===== src/rtl/acc_seq_pkg.sv =====
// Shared definitions for the accumulator sequencer: opcodes, FSM states and widths.
package acc_seq_pkg;

    localparam int PC_W    = 8;
    localparam int OPC_W   = 4;
    localparam int OPR_W   = 32;
    localparam int INSTR_W = OPC_W + OPR_W;

    localparam logic [OPC_W-1:0] OP_ADD  = 4'h0;
    localparam logic [OPC_W-1:0] OP_LOAD = 4'h2;
    localparam logic [OPC_W-1:0] OP_JMP  = 4'h8;
    localparam logic [OPC_W-1:0] OP_JZ   = 4'h9;
    localparam logic [OPC_W-1:0] OP_HALT = 4'hE;
    localparam logic [OPC_W-1:0] OP_NOP  = 4'hF;

    typedef enum logic [2:0] {
        S_IDLE,
        S_FETCH,
        S_DECODE,
        S_EXEC,
        S_DONE
    } state_t;

    // True for the opcodes that are forwarded to the accumulator.
    function automatic logic is_ac_op(input logic [OPC_W-1:0] op);
        return (op == OP_ADD) || (op == OP_LOAD);
    endfunction

endpackage


===== src/rtl/acc_seq_if.sv =====
// Instruction-memory and accumulator bus between the sequencer (master) and its
// surroundings (slave).
interface acc_seq_if;
    import acc_seq_pkg::*;

    logic [PC_W-1:0]    imem_addr;
    logic               imem_rd_en;
    logic [INSTR_W-1:0] imem_rdata;
    logic [OPC_W-1:0]   ac_opcode;
    logic [OPR_W-1:0]   ac_operand;
    logic [OPR_W-1:0]   ac_out;

    modport master (
        output imem_addr,
        output imem_rd_en,
        output ac_opcode,
        output ac_operand,
        input  imem_rdata,
        input  ac_out
    );

    modport slave (
        input  imem_addr,
        input  imem_rd_en,
        input  ac_opcode,
        input  ac_operand,
        output imem_rdata,
        output ac_out
    );

endinterface


===== src/rtl/acc_sequencer.sv =====
// Accumulator program sequencer: fetches 36-bit instructions from an external
// memory and issues ADD/LOAD operations to an external accumulator, three
// cycles per instruction.
// Build option: define ACC_SEQ_BRANCH_EN to enable JMP/JZ; without it both
// branch opcodes execute as NO_OP and ac_out is not looked at.
//
// state  | meaning
// IDLE   | after reset, waiting for start
// FETCH  | read strobe issued at address PC
// DECODE | memory word arrives and is captured into the instruction register
// EXEC   | ADD/LOAD presented to the accumulator, next PC chosen
// DONE   | halted after HALT, waiting for a new start
module acc_sequencer
    import acc_seq_pkg::*;
(
    input  logic       clk,
    input  logic       reset,
    input  logic       start,
    acc_seq_if.master  bus,
    output logic       busy,
    output logic       done
);

    state_t             state_q;
    logic [PC_W-1:0]    pc_q;
    logic [PC_W-1:0]    pc_d;
    logic [OPC_W-1:0]   ir_op_q;
    logic               rd_en_q;
    logic [OPC_W-1:0]   ac_op_q;
    logic [OPR_W-1:0]   ac_opr_q;
    logic               busy_q;
    logic               done_q;
`ifdef ACC_SEQ_BRANCH_EN
    logic [PC_W-1:0]    ir_tgt_q;
`endif

    // Next PC at the end of EXEC; the increment wraps naturally at 8 bits.
    always_comb begin
        pc_d = pc_q + 8'd1;
`ifdef ACC_SEQ_BRANCH_EN
        if (ir_op_q == OP_JMP) begin
            pc_d = ir_tgt_q;
        end else if ((ir_op_q == OP_JZ) && (bus.ac_out == '0)) begin
            pc_d = ir_tgt_q;
        end
`endif
    end

    // Sequencer FSM; every output is a register loaded on the edge entering its state.
    always_ff @(posedge clk or posedge reset) begin
        if (reset) begin
            state_q  <= S_IDLE;
            pc_q     <= '0;
            ir_op_q  <= OP_NOP;
            rd_en_q  <= 1'b0;
            ac_op_q  <= OP_NOP;
            ac_opr_q <= '0;
            busy_q   <= 1'b0;
            done_q   <= 1'b0;
`ifdef ACC_SEQ_BRANCH_EN
            ir_tgt_q <= '0;
`endif
        end else begin
            rd_en_q  <= 1'b0;
            ac_op_q  <= OP_NOP;
            ac_opr_q <= '0;
            case (state_q)
                S_IDLE, S_DONE: begin
                    if (start) begin
                        pc_q    <= '0;
                        rd_en_q <= 1'b1;
                        busy_q  <= 1'b1;
                        done_q  <= 1'b0;
                        state_q <= S_FETCH;
                    end
                end
                S_FETCH: begin
                    state_q <= S_DECODE;
                end
                S_DECODE: begin
                    ir_op_q <= bus.imem_rdata[INSTR_W-1:OPR_W];
`ifdef ACC_SEQ_BRANCH_EN
                    ir_tgt_q <= bus.imem_rdata[PC_W-1:0];
`endif
                    // The accumulator op is staged here so it is a clean register in EXEC.
                    if (is_ac_op(bus.imem_rdata[INSTR_W-1:OPR_W])) begin
                        ac_op_q  <= bus.imem_rdata[INSTR_W-1:OPR_W];
                        ac_opr_q <= bus.imem_rdata[OPR_W-1:0];
                    end
                    state_q <= S_EXEC;
                end
                S_EXEC: begin
                    if (ir_op_q == OP_HALT) begin
                        busy_q  <= 1'b0;
                        done_q  <= 1'b1;
                        state_q <= S_DONE;
                    end else begin
                        pc_q    <= pc_d;
                        rd_en_q <= 1'b1;
                        state_q <= S_FETCH;
                    end
                end
                default: begin
                    state_q <= S_IDLE;
                end
            endcase
        end
    end

    assign bus.imem_addr  = pc_q;
    assign bus.imem_rd_en = rd_en_q;
    assign bus.ac_opcode  = ac_op_q;
    assign bus.ac_operand = ac_opr_q;
    assign busy           = busy_q;
    assign done           = done_q;

endmodule

===== src/flat_wrapper.sv =====
// flat-port wrapper written by rule: the top's interface ports become plain ports
module acc_sequencer_flat import acc_seq_pkg::*;
  (clk, reset, start, busy, done, bus_imem_addr, bus_imem_rd_en, bus_ac_opcode, bus_ac_operand, bus_imem_rdata, bus_ac_out);
  acc_seq_if bus_i ();
  input  logic clk;
  input  logic reset;
  input  logic start;
  output logic busy;
  output logic done;
  output wire logic [$bits(bus_i.imem_addr)-1:0] bus_imem_addr;
  output wire logic [$bits(bus_i.imem_rd_en)-1:0] bus_imem_rd_en;
  output wire logic [$bits(bus_i.ac_opcode)-1:0] bus_ac_opcode;
  output wire logic [$bits(bus_i.ac_operand)-1:0] bus_ac_operand;
  input wire logic [$bits(bus_i.imem_rdata)-1:0] bus_imem_rdata;
  input wire logic [$bits(bus_i.ac_out)-1:0] bus_ac_out;
  assign bus_imem_addr = bus_i.imem_addr;
  assign bus_imem_rd_en = bus_i.imem_rd_en;
  assign bus_ac_opcode = bus_i.ac_opcode;
  assign bus_ac_operand = bus_i.ac_operand;
  assign bus_i.imem_rdata = bus_imem_rdata;
  assign bus_i.ac_out = bus_ac_out;
  acc_sequencer u_core (.clk(clk), .reset(reset), .start(start), .bus(bus_i), .busy(busy), .done(done));
endmodule

===== config.mk =====
export PLATFORM = sky130hd
export DESIGN_NAME = acc_sequencer_flat
export DESIGN_NICKNAME = d
export VERILOG_FILES = /design/src/rtl/acc_seq_pkg.sv /design/src/rtl/acc_seq_if.sv /design/src/rtl/acc_sequencer.sv /design/src/flat_wrapper.sv
export SDC_FILE = /design/constraint.sdc
export NUM_CORES = 1
export LEC_CHECK = 0
export CAP_MARGIN = 20
export CORE_MARGIN = 3
export CORE_UTILIZATION = 30
export CTS_CLUSTER_SIZE = 16
export DETAILED_ROUTE_END_ITERATION = 7
export PLACE_DENSITY = 0.66
export SETUP_SLACK_MARGIN = 0.2
export SYNTH_ARGS = -nofsm -noshare
export SYNTH_HDL_FRONTEND = slang
export SYNTH_SLANG_ARGS = --single-unit
export TNS_END_PERCENT = 30

===== constraint.sdc =====
create_clock -name clk -period 3.2 [get_ports clk]
set_clock_uncertainty 0.2 [all_clocks]
set_input_delay 0.64 -clock clk [delete_from_list [all_inputs] [get_ports clk]]
set_output_delay 0.64 -clock clk [all_outputs]
set_load 0.01 [all_outputs]

Word-level counts from Yosys, hierarchy flattened
Index checks and enable logic that the tools add are counted.
{"block": "word_totals", "regBits": 54, "input_bits": 71, "out_inout_bits": 47, "elab_cells": 44}
{"block": "classes", "addsub": 1, "n_eq_ne": 9, "n_mux": 19, "n_reduce_logical": 7}
{"cell": "two-way mux 32 bit", "n": 2}
{"cell": "two-way mux 8 bit", "n": 2}
{"cell": "case mux 8 bit (2 select lines)", "n": 1}
{"cell": "case mux 3 bit (4 select lines)", "n": 1}
{"cell": "adder 8 x 1 -> 8 bit (second input constant)", "n": 1}
{"cell": "two-way mux 4 bit", "n": 2}
{"cell": "equality test 3 x 2 -> 1 bit (second input constant)", "n": 2}
{"cell": "two-way mux 1 bit", "n": 6}
{"cell": "two-way mux 3 bit", "n": 2}
{"cell": "case mux 1 bit (2 select lines)", "n": 3}
{"cell": "AND reduction 3 bit", "n": 2}
{"cell": "equality test 4 x 2 -> 1 bit (second input constant)", "n": 1}
{"cell": "equality test 4 bit (second input constant)", "n": 1}
{"cell": "zero test 4 bit", "n": 1}
{"cell": "!= test 2 bit (second input constant)", "n": 2}
{"cell": "equality test 3 x 1 -> 1 bit (second input constant)", "n": 1}
{"cell": "equality test 3 bit (second input constant)", "n": 1}
{"cell": "zero test 3 bit", "n": 1}
{"cell": "!= test 2 x 1 -> 1 bit (second input constant)", "n": 1}
{"cell": "nonzero test 2 bit", "n": 1}
{"cell": "OR reduction 2 bit", "n": 1}
{"cell": "logical OR 1 bit", "n": 1}

Depth between registers and ports, before layout
{"block": "depth", "word_depth": 4, "ltp_mapped": 5, "depth_no_buf": 4}

Worst setup path before layout
No wires, ideal clock.
{"block": "synth_timing", "kind": "input -> register", "start": "in bus_imem_rdata[32]", "end": "reg u_core.ac_opr_q[23] (netlist: u_core.bus.ac_operand[23])", "setup_ps": 67, "arrival_ps": 1482, "t_required_ps": 2933, "setup_slack_ps": 1451, "cell_stages": 3, "path_buffers": 1, "path_cell_list": "nor3_1 -> clkbuf_1 -> and3_1"}
{"block": "synth_via", "elab_chain_len": 4, "word_cells_on_any_way": 5, "cone_classes": "eq/ne (1); mux (2); reduce/logical (2)"}
{"item": "from (decl)", "line": "flat_wrapper.sv:14", "rtl": "input wire logic [$bits(bus_i.imem_rdata)-1:0] bus_imem_rdata;"}
{"item": "equality test 4 x 2 -> 1 bit or zero test 4 bit (tied branches)", "line": "acc_seq_pkg.sv:26", "rtl": "return (op == OP_ADD) || (op == OP_LOAD);"}
{"item": "logical OR 1 bit (*)", "line": "acc_seq_pkg.sv:26"}
{"item": "two-way mux 32 bit (*)", "line": "acc_sequencer.sv:86", "rtl": "if (is_ac_op(bus.imem_rdata[INSTR_W-1:OPR_W])) begin"}
{"item": "two-way mux 32 bit (*)", "line": "acc_sequencer.sv:67", "rtl": "case (state_q)"}
{"item": "to (signal assigned)", "line": "acc_sequencer.sv:88", "rtl": "ac_opr_q <= bus.imem_rdata[OPR_W-1:0];"}
{"item": "to (decl)", "line": "acc_sequencer.sv:30", "rtl": "logic [OPR_W-1:0] ac_opr_q;"}
Every way passes the cells marked *; elsewhere a longest branch is shown, timed or not.
A chain may end at the register's enable or synchronous reset.

Worst setup path after layout
{"block": "layout_timing", "start": "reg u_core.ac_op_q[2] (netlist: u_core.bus.ac_opcode[2])", "end": "out bus_ac_opcode[2]"}
{"item": "from (decl)", "line": "acc_sequencer.sv:29", "rtl": "logic [OPC_W-1:0] ac_op_q;"}
{"item": "from (signal assigned)", "line": "acc_sequencer.sv:87", "rtl": "ac_op_q <= bus.imem_rdata[INSTR_W-1:OPR_W];"}
{"item": "to (decl)", "line": "flat_wrapper.sv:12", "rtl": "output wire logic [$bits(bus_i.ac_opcode)-1:0] bus_ac_opcode;"}
No word-level cell between the ends.

==> out/qor.csv <==
stage,metric,value,unit
status,status,"finished, final reports clean",
finish,num-fill-cells,592,
power_and_ir_drop,p_sw,0.577,mW
critical_path,cp.arrival,1.36,ns
timing,setup_tns,0,ns
placed_design,pre_cts_ws,0.911,ns
logic_synthesis,synth_warnings,0,
logic_synthesis,synth_top_flop_cell,dfrtp_1,
timing,worst_slew_pin_slew,0.743,ns
flow_run,drv_cap,0,
global_route,antenna_found_initial,0,
critical_path,crit_path_max_fanout,1,
critical_path,start_kind,flip-flop,
finish,final_common_cell,clkdlybuf4s50_1,
global_route,grt.total_usage,0.125,
clocking,postCtsSetupRepairBufs,0,
power_and_ir_drop,p_per_area,596,mW/mm^2
floorplanning,core,0.00649,sq mm
timing,finalHoldViolCount,0,
finish,final_nets,318,
placed_design,dp_hpwl,3.31,mm
power_and_ir_drop,swShare,0.314,
placed_design,placed_cell_area,0.00300,sq mm
route,ant_nets,0,
critical_path,end_kind,output pin,
global_route,grt_pass1_vias,1560,
clocking,postCtsHoldBufs,0,
route,wl,4.54,mm
logic_synthesis,synth-seq-cells,54,
clocking,cts_root_buffer,clkbuf_8,
timing,setup_viol,0,
floorplanning,initial_core_util,0.318,
critical_path,crit_slowest_cell,clkdlybuf4s50_1,
finish,layout_common_cells,"85 x clkdlybuf4s50_1, 46 x dfrtp_1, 32 x and3_1",
logic_synthesis,synth_nets,234,
critical_path,cp_top_family,buffers and inverters,
critical_path,cpPeakStageDelay,0.54,ns
power_and_ir_drop,power.total,1.83,mW
timing,min_period,2.20,ns
critical_path,crit_buf_inv,1,
logic_synthesis,syn-cell-area,0.00206,sq mm
clocking,worst_skew_pair.late_latency,0.30,ns
clocking,clkSinkCount,54,
global_route,grt_max_degree,47,
logic_synthesis,synth_edf_count,0,
power_and_ir_drop,power_frac_clock,0.194,
critical_path,cp_data_required_time,2.36,ns
power_and_ir_drop,combPwrFrac,0.308,
placed_design,port_buffers,85,
floorplanning,die_area,0.00791,sq mm
logic_synthesis,synth-seq-area-share,0.660,
critical_path,critPathKind,flip-flop to output pin,
timing,setup_ws,1.00,ns
route,drc,0,
finish,post_route_cells_drive_above_1_share,0.114,
logic_synthesis,avgSynthCellArea,12.7,sq um
power_and_ir_drop,p_seq_frac,0.498,
clocking,cts.clk_slew.worst_paths,0.09,ns
timing,slew_headroom,0.504,
power_and_ir_drop,internal_power,1.26,mW
critical_path,path_cells,clkdlybuf4s50_1,
timing,fmax,0.455,GHz
clocking,cts_resized,0,
finish,final_area,0.00308,sq mm
finish,syn_to_final_growth,49.2,%
clocking,h-tree-depth,2,
floorplanning,io_pins,118,
route,viasPerCell,4.68,
timing,maxSlewViolCount,0,
timing,rsz0062_at_grt,false,
route,firstDrtPassIters,4,
placed_design,gp_congestion,0.749,
floorplanning,die_w,88.9,microns
route,drt-initial-drc-count,64,
hold_path,hp-class,flip-flop to flip-flop,
clocking,cts_buffers,5,
logic_synthesis,yosysUniqueCellTypes,40,
global_route,overflow,0,
clocking,clockBufferDepth,2,
power_and_ir_drop,leakage,1.43,nW
route,via_count,1511,
global_route,grt_pass1_wl,7.57,mm
clocking,cts_tree,built,
timing,period_share,0.686,
route,wl_per_cell,14.1,microns
finish,num_antenna_cells,0,
power_and_ir_drop,vdd_drop_max,0.000184,V
floorplanning,fp.dieH,88.9,microns
floorplanning,num_rows,29,
logic_synthesis,synthCells,162,
logic_synthesis,synth-async-reset-ratio,1.00,
kinds of logic (layout without fill, tap and decap cells):
logic type,Yosys count,after routing,share of synthesized area
simple gates,63,63,0.191
flops,54,54,0.660
buf+inv,19,103,0.0431
compound gates,16,16,0.0546
mux,8,8,0.0412
fa+ha+maj,1,1,0.00606
xor+xnor,1,1,0.00425
registers in the layout, indices dropped and copies added, names as in the netlist:
register,flops
u_core.done,1
u_core.bus.imem_rd_en,1
u_core.ir_op_q,4
u_core.state_q,3
u_core.busy,1
u_core.bus.ac_opcode,4
u_core.bus.imem_addr,8
u_core.bus.ac_operand,32
power groups by stage:
stage	logic, mW	registers, mW	clock network (mW)
4_1_cts	0.578	0.915	0.374
6_report	0.564	0.913	0.356
3_5_place_dp	0.573	0.929	0
2_1_floorplan	0.352	0.913	0
5_1_grt	0.632	0.938	0.411
3_3_place_gp	0.562	0.925	0
per-layer routing:
| layer | vias up | global-route usage | wire, microns |
|---|---|---|---|
| li1 | 733 | - | - |
| met2 | 43 | 0.216 | 2310 |
| met1 | 730 | 0.147 | 1850 |
| met4 | 0 | 0.0365 | 54 |
| met3 | 5 | 0.0452 | 322 |
| met5 | - | 0 | 0 |
worst reg2reg max path: cells and delay by family, from the launching register on:
family / cells / cell delay, ns
AND/OR/NAND/NOR: 2 / 0.87
flip-flops: 1 / 0.50
buffers and inverters: 1 / 0.32
path summary, 6_finish.rpt:
kind	endpoint	depth (start not counted)	slack (ns)	start
setup / recovery	bus_ac_opcode[2]	1	1.00	u_core.bus.ac_opcode[2]$_DFF_PP1_
hold / removal	u_core.bus.imem_addr[4]$_DFFE_PP0P_	1	0.31	u_core.bus.imem_addr[4]$_DFFE_PP0P_
setup reg to reg	u_core.bus.ac_operand[26]$_DFF_PP0_	3	1.26	u_core.state_q[0]$_DFFE_PP0P_
hold reg to reg	u_core.bus.imem_addr[4]$_DFFE_PP0P_	1	0.31	u_core.bus.imem_addr[4]$_DFFE_PP0P_
max in group asynchronous	u_core.bus.ac_opcode[1]$_DFF_PP1_	3	1.89	reset
min in group asynchronous	u_core.bus.ac_operand[5]$_DFF_PP0_	2	0.36	reset
synthesized netlist by cell type (all sizes together) (2+ instances only):
cell    count  area, sq um
a21boi      2         15.0
a31oi       3         18.8
and3       32          200
buf         4         31.3
clkbuf      8         31.3
dfrtp      46         1150
dfstp       8          210
inv         7         26.3
mux2        4         45.0
mux2i       4         40.0
nand2       9         33.8
nand2b      2         12.5
nand3       5         25.0
nand4       2         12.5
nor4        2         12.5
o21ai       5         28.8
area by class of cell:
cell class	instances	area [sq um]	area share
sequential	54	1360	0.442
timing repair buffer	89	893	0.290
multi-input combinational	89	624	0.203
tap	77	96.3	0.0313
clock buffer	7	76.3	0.0248
inverter	7	26.3	0.00854
metrics by stage:
stage                     std cells  hold slack [ns]   util
after CTS                       323            0.309  0.474
after detailed placement        316            0.295  0.462
after floorplan                 162            0.292      -
after global routing            323            0.348  0.474
after global placement          316            0.302  0.462
final                           323            0.309  0.474
No activity file was read; power rests on OpenSTA's default activity.
